==> src/rtl/keypad_emulator.sv <==
// 4x4 keypad matrix emulator: plays timed key presses (bounce, hold, bounce, gap)
// and answers the scanner's active-low row drive on the active-low column lines.
module keypad_emulator #(
  parameter int unsigned BOUNCE_CYCLES = 16,
  parameter int unsigned HOLD_CYCLES   = 1000,
  parameter int unsigned GAP_CYCLES    = 1000,
  parameter int unsigned CNT_W         = 24
) (
  input  logic       clk,
  input  logic       reset,
  input  logic [3:0] row,
  output logic [3:0] col,
  input  logic [3:0] key_code,
  input  logic       key_valid,
  output logic       key_ready,
  output logic       busy,
  output logic       pressed,
  output logic       done
);

  localparam int unsigned HOLD_EFF = (HOLD_CYCLES < 1) ? 1 : HOLD_CYCLES;
  localparam int unsigned GAP_EFF  = (GAP_CYCLES < 1) ? 1 : GAP_CYCLES;
  localparam logic [CNT_W-1:0] BOUNCE_LD =
    (BOUNCE_CYCLES == 0) ? '0 : CNT_W'(BOUNCE_CYCLES - 1);
  localparam logic [CNT_W-1:0] HOLD_LD = CNT_W'(HOLD_EFF - 1);
  localparam logic [CNT_W-1:0] GAP_LD  = CNT_W'(GAP_EFF - 1);

  typedef enum logic [2:0] {
    S_IDLE,
    S_BOUNCE_P,
    S_HOLD,
    S_BOUNCE_R,
    S_GAP
  } state_t;

  state_t           state, state_next;
  logic [CNT_W-1:0] cnt, cnt_next;
  logic [3:0]       cur_key;
  logic [7:0]       lfsr;
  logic             load_key;
  logic             contact;
  logic [3:0]       col_next;

  assign busy      = (state != S_IDLE);
  assign key_ready = (state == S_IDLE) && !reset;

  // Phase sequencing and switch-matrix response
  always_comb begin
    state_next = state;
    cnt_next   = cnt;
    load_key   = 1'b0;
    contact    = 1'b0;
    unique case (state)
      S_IDLE: begin
        if (key_valid) begin
          load_key = 1'b1;
          if (BOUNCE_CYCLES == 0) begin
            state_next = S_HOLD;
            cnt_next   = HOLD_LD;
          end else begin
            state_next = S_BOUNCE_P;
            cnt_next   = BOUNCE_LD;
          end
        end
      end
      S_BOUNCE_P: begin
        contact = lfsr[0];
        if (cnt == '0) begin
          state_next = S_HOLD;
          cnt_next   = HOLD_LD;
        end else begin
          cnt_next = cnt - CNT_W'(1);
        end
      end
      S_HOLD: begin
        contact = 1'b1;
        if (cnt == '0) begin
          if (BOUNCE_CYCLES == 0) begin
            state_next = S_GAP;
            cnt_next   = GAP_LD;
          end else begin
            state_next = S_BOUNCE_R;
            cnt_next   = BOUNCE_LD;
          end
        end else begin
          cnt_next = cnt - CNT_W'(1);
        end
      end
      S_BOUNCE_R: begin
        contact = lfsr[0];
        if (cnt == '0) begin
          state_next = S_GAP;
          cnt_next   = GAP_LD;
        end else begin
          cnt_next = cnt - CNT_W'(1);
        end
      end
      S_GAP: begin
        if (cnt == '0) begin
          state_next = S_IDLE;
          cnt_next   = '0;
        end else begin
          cnt_next = cnt - CNT_W'(1);
        end
      end
      default: begin
        state_next = S_IDLE;
        cnt_next   = '0;
      end
    endcase

    col_next = 4'hF;
    if (contact) col_next[cur_key[1:0]] = row[cur_key[3:2]];
  end

  always_ff @(posedge clk) begin
    if (reset) begin
      state   <= S_IDLE;
      cnt     <= '0;
      cur_key <= '0;
      lfsr    <= 8'hA5;
      col     <= 4'hF;
      pressed <= 1'b0;
      done    <= 1'b0;
    end else begin
      state   <= state_next;
      cnt     <= cnt_next;
      if (load_key) cur_key <= key_code;
      // Fibonacci x^8+x^6+x^5+x^4+1, free-running
      lfsr    <= {lfsr[6:0], lfsr[7] ^ lfsr[5] ^ lfsr[4] ^ lfsr[3]};
      col     <= col_next;
      pressed <= (state_next == S_HOLD);
      done    <= (state == S_GAP) && (state_next == S_IDLE);
    end
  end

endmodule

==> config.mk <==
export PLATFORM = sky130hd
export DESIGN_NAME = keypad_emulator
export DESIGN_NICKNAME = d
export VERILOG_FILES = /design/src/rtl/keypad_emulator.sv
export SDC_FILE = /design/constraint.sdc
export NUM_CORES = 1
export LEC_CHECK = 0
export BUFFER_PORTS_ARGS = -buffer_cell sky130_fd_sc_hd__buf_2
export CAP_MARGIN = 20
export CORE_UTILIZATION = 40
export CTS_CLUSTER_SIZE = 40
export DETAILED_ROUTE_END_ITERATION = 8
export PLACE_DENSITY_LB_ADDON = 0.1
export RECOVER_POWER = 25
export SLEW_MARGIN = 20
export SYNTH_ARGS = -nofsm -noshare
export SYNTH_HDL_FRONTEND = slang
export SYNTH_SLANG_ARGS = --single-unit
==> constraint.sdc <==
create_clock -name clk -period 2.6 [get_ports clk]
set_input_delay 0.52 -clock clk [delete_from_list [all_inputs] [get_ports clk]]
set_output_delay 0.52 -clock clk [all_outputs]
set_load 0.005 [all_outputs]
[Yosys cells after proc, flatten, opt, wreduce, memory -nomap -nowiden]
Index checks and enable logic that the tools add are counted.
Word-level totals
  bits of input ports: 11
  latch bits: 0
  word-level logic and storage cells: 51
  output and inout port bits: 8
  bits in read-only memories: 0
  register bits: 45
  RAM bits: 0
  memories: 0
Operators by class
  bitwise logic cells: 6
  order comparisons: 3
  shift operators: 0
  equal/unequal tests: 6
  reductions and logical operators: 10
  divide/modulo/power cells: 0
  multipliers: 0
  muxes and demuxes: 18
  $add $sub $neg: 1
Operators by type and width (count)
  $mux W24: 4
  $pmux W24 S4: 1
  $logic_not A24 Y1: 1
  $sub A24 B1 Y24 const B: 1
  $mux W3: 5
  $pmux W3 S5: 1
  $eq A3 B2 Y1 const B: 3
  $logic_not A3 Y1: 2
  $lt A2 B3 Y1 const B: 2
  $mux W1: 4
  $not A4 Y4: 1
  $or A4 B4 Y4: 1
  $reduce_or A2 Y1: 2
  $eq A3 B1 Y1 const B: 1
  $eq A3 B3 Y1 const B: 1
  $logic_and A1 B1 Y1: 3
  $reduce_bool A3 Y1: 1
  $xor A1 B1 Y1: 3
  $bmux W1 S2: 1
  $demux W1 S2: 1
  $ge A2 B1 Y1 const B: 1
  $ne A2 B2 Y1 const B: 1
  $pmux W1 S2: 1
  $logic_not A1 Y1: 1
  $not A1 Y1: 1

[Depth between registers and ports, before layout]
  depth in word-level cells: 6
  mapped depth: 8
  mapped depth without buffers: 7

[Least setup slack after synthesis]
Ideal clock, no wire load.
  path kind: in2reg
  start point: in key_valid
  end point: reg cnt[14]
  stages on the path: 7
  buffers on the path: 1
  path slack: 0.718 ns
  data arrival time: 1.768 ns
  required time: 2.486 ns
  setup time: 0.114 ns
  cells stage by stage: or4_1 buf_2 nand4b_1 or3_1 or3_1 xor2_1 nor2_1
On the way
  word-level cells in the longest chain between the ends: 1
Ends and longest elaborated chain
  from (decl): RTL line 14  | input logic key_valid,
  $ne A2 B2 Y1 (no source line)
  to (signal assigned): RTL line 127  | cnt <= cnt_next;
  to (decl): RTL line 37  | logic [CNT_W-1:0] cnt, cnt_next;
No other way between the ends.
A chain may end at the register's enable or synchronous reset.

[Worst setup path after layout]
  start point: in reset
  end point: out key_ready
On the way
  word-level cells in the longest chain between the ends: 2
Ends and longest elaborated chain
  from (decl): RTL line 10  | input logic reset,
  $logic_not A1 Y1: RTL line 45  | assign key_ready = (state == S_IDLE) && !reset;
  $logic_and A1 B1 Y1: RTL line 45
  to (decl): RTL line 15  | output logic key_ready,
No other way between the ends.

==> flow_summary_export.csv <==
group,metric,value,unit
sta,finalClockSkew,0.01107,ns
run_status,outcome,"complete, no violations",
setup_path,critPathMaxFanout,24,
placement,io_buffers,18,
cts,cts-htree-levels,2,
logic_synthesis,synth_warnings,0,
routing,drc,0,
grt,grt_pass1_wl,7.169,mm
sta,setup-tns-final,0,ns
sta,max_slew_margin,0.3724,
sta,maxSlewViolCount,0,
sta,period_needed,2.239,ns
setup_path,critPathSlowestCell,"clkbuf_1",
logic_synthesis,synthFlopType,"dfxtp_1",
logic_synthesis,syn-num-nets,257,
final_layout,fillers,509,
routing,wl_met3,117,µm
sta,tightest_slew,0.9414,ns
grt,grt_remaining_overflow,0,
cts,clk_pin_slew,0.08,ns
floorplanning,core,4880,µm²
setup_path,cpPeakStageDelay,0.68,ns
cts,clk_latency,0.30,ns
floorplanning,ioPinCount,19,
logic_synthesis,synth_seq_area_share,0.4306,
cts,cts_tree,"done",
setup_path,start_kind,"input pin",
grt,track_usage,0.1708,
placement,gp_congestion,0.7691,
setup_path,critPathKind,"in -> out",
grt,grt_pass1_vias,1559,
final_layout,syn2layout_area_growth,12.38,%
final_layout,num_antenna_cells,0,
final_layout,postLayoutCellArea,2351,µm²
routing,dr_wl_met2,1.758,mm
logic_synthesis,synth_cells,244,
placement,hpwl,2.991,mm
routing,wl_met1,2.307,mm
logic_synthesis,ys_seq_elements,45,
power_and_ir_drop,peakVddDrop,0.4150,mV
floorplanning,start_util,0.4287,
cts,cts_repair_resize_count,0,
setup_path,timing.rr.start,"cnt[14]",
logic_synthesis,syn_avg_cell_area,8.574,µm²
sta,finalHoldViolCount,0,
setup_path,reg2reg_to,"cnt[3]",
setup_path,arrival,1.72,ns
floorplanning,die_w,74.32,µm
setup_path,reg2reg_slack,0.43,ns
floorplanning,num_rows,25,
worst_hold_path,hp-class,"reg -> reg",
flow_run,cap_violations,0,
final_layout,final_nets,272,
sta,fin_crit_sh,0.8611,
setup_path,reg2reg_depth,6,
placement,dp.cells,319,
cts,cts-root-buf,"clkbuf_8",
power_and_ir_drop,leakagePower,0.9099,nW
final_layout,drive_above_1_share,0.1462,
setup_path,endpoint_kind,"primary output",
cts,postCtsSetupRepairBufs,0,
routing,drtPass1Iterations,4,
routing,wl,4.223,mm
logic_synthesis,synth-edff-count,0,
setup_path,crit_required,2.08,ns
floorplanning,die-area,5523,µm²
setup_path,path_cells,"clkbuf_1 -> or2_2 -> nor2_1 -> buf_2",
placement,place_area,2216,µm²
cts,clk_path_buf_depth,2,
sta,grt_setup_unrepaired,"false",
final_layout,final_cell_mix,"45 x dfxtp_1, 42 x nor2_1, 16 x buf_2",
floorplanning,die_h,74.32,µm
sta,setup_violations,0,
sta,whs,0.4113,ns
sta,max_clock_freq,446.6,MHz
final_layout,final_cells,327,
routing,wire_per_inst,12.91,µm
setup_path,startpoint,"reset",
setup_path,endpoint,"key_ready",
logic_synthesis,netlist_area,2092,µm²
final_layout,layout.cells.most_common,"dfxtp_1",
cts,cts_hold_buf,0,
logic_synthesis,async_flop_share,0,
routing,postRouteAntennaNets,0,
grt,antenna_found_initial,0,
grt,grt_max_degree,25,
cts,cts_buffers,5,
routing,drt-vias-per-instance,5.180,
routing,vias,1694,
power_and_ir_drop,power_density,1101,nW/µm²
routing,top_layer,"met4",
cts,cts.sinks,45,
logic_synthesis,ys_types,47,
routing,drtIter0Drc,93,
## area by class of cell
cell class / count / area [µm²] / share of cell area
Clock inverter: 3 / 68.82 / 0.02927
Sequential cell: 45 / 900.9 / 0.3832
Timing Repair Buffer: 20 / 102.6 / 0.04364
Multi-Input combinational cell: 181 / 1104 / 0.4694
Tap cell: 67 / 83.83 / 0.03566
Clock buffer: 5 / 68.82 / 0.02927
Inverter: 6 / 22.52 / 0.009580
## synth_stat cells, drive strengths merged (7+ instances only)
master  instances  area [µm²]
nor2           43       163.9
clkbuf          7       27.52
nand2          16       62.56
dfxtp          45       900.9
nor4            8       71.32
o21ai          12       60.06
a21oi           8       40.04
nor3            9       45.04
xor2           13       113.9
## worst max-delay path: cells and delay by family
kind          cells  cell delay [ns]
buf+inv           2             0.80
simple gates      2             0.39
## report_power, final
part | switching (mW) | internal [mW]
logic | 0.578 | 0.409
clock network | 0.251 | 0.387
registers | 0.147 | 0.815
## per-layer routing
layer	vias up	global-route usage
met2	26	0.2556
met4	0	0.04403
met3	4	0.04065
met1	796	0.2467
met5	-	0
li1	868	-
## logic make-up (layout without fill, tap and decap cells)
family,count (synthesis),in the layout,share of synthesized area
buffers and inverters,18,34,0.04186
XOR/XNOR,19,19,0.07955
multiplexers,7,7,0.03947
flip-flops,45,45,0.4306
adder cells (fa/ha/maj),2,2,0.01196
AO/OA/AOI/OAI,37,37,0.1095
AND/OR/NAND/NOR,116,116,0.2871
## metrics by stage
stage / utilization / worst slack, ns / total power [mW]
global route: 0.4818 / 0.2310 / 2.776
global placement: 0.4541 / 0.4744 / 1.959
finish: 0.4818 / 0.3611 / 2.587
detailed placement: 0.4541 / 0.4132 / 1.956
floorplan: - / 0.7181 / 1.751
CTS: 0.4823 / 0.4396 / 2.605
## flip-flops by register name, summed over array words and instances, names as in the netlist
| name | cells |
|---|---|
| state | 3 |
| cur_key | 4 |
| pressed | 1 |
| lfsr | 8 |
| done | 1 |
| cnt | 24 |
| col | 4 |
## worst min-delay path by stage
| stage | end | depth (start not counted) | start | slack, ns |
|---|---|---|---|---|
| finish | lfsr[7] | 1 | lfsr[6] | 0.41 |
| CTS | lfsr[7] | 1 | lfsr[6] | 0.41 |
| detailed placement | lfsr[7] | 1 | lfsr[6] | 0.39 |
| global route | lfsr[7] | 1 | lfsr[6] | 0.43 |
| floorplan | col[2] | 1 | cur_key[1] | 0.39 |
| global placement | lfsr[7] | 1 | lfsr[6] | 0.39 |
No activity file was read; power rests on OpenSTA's default activity.
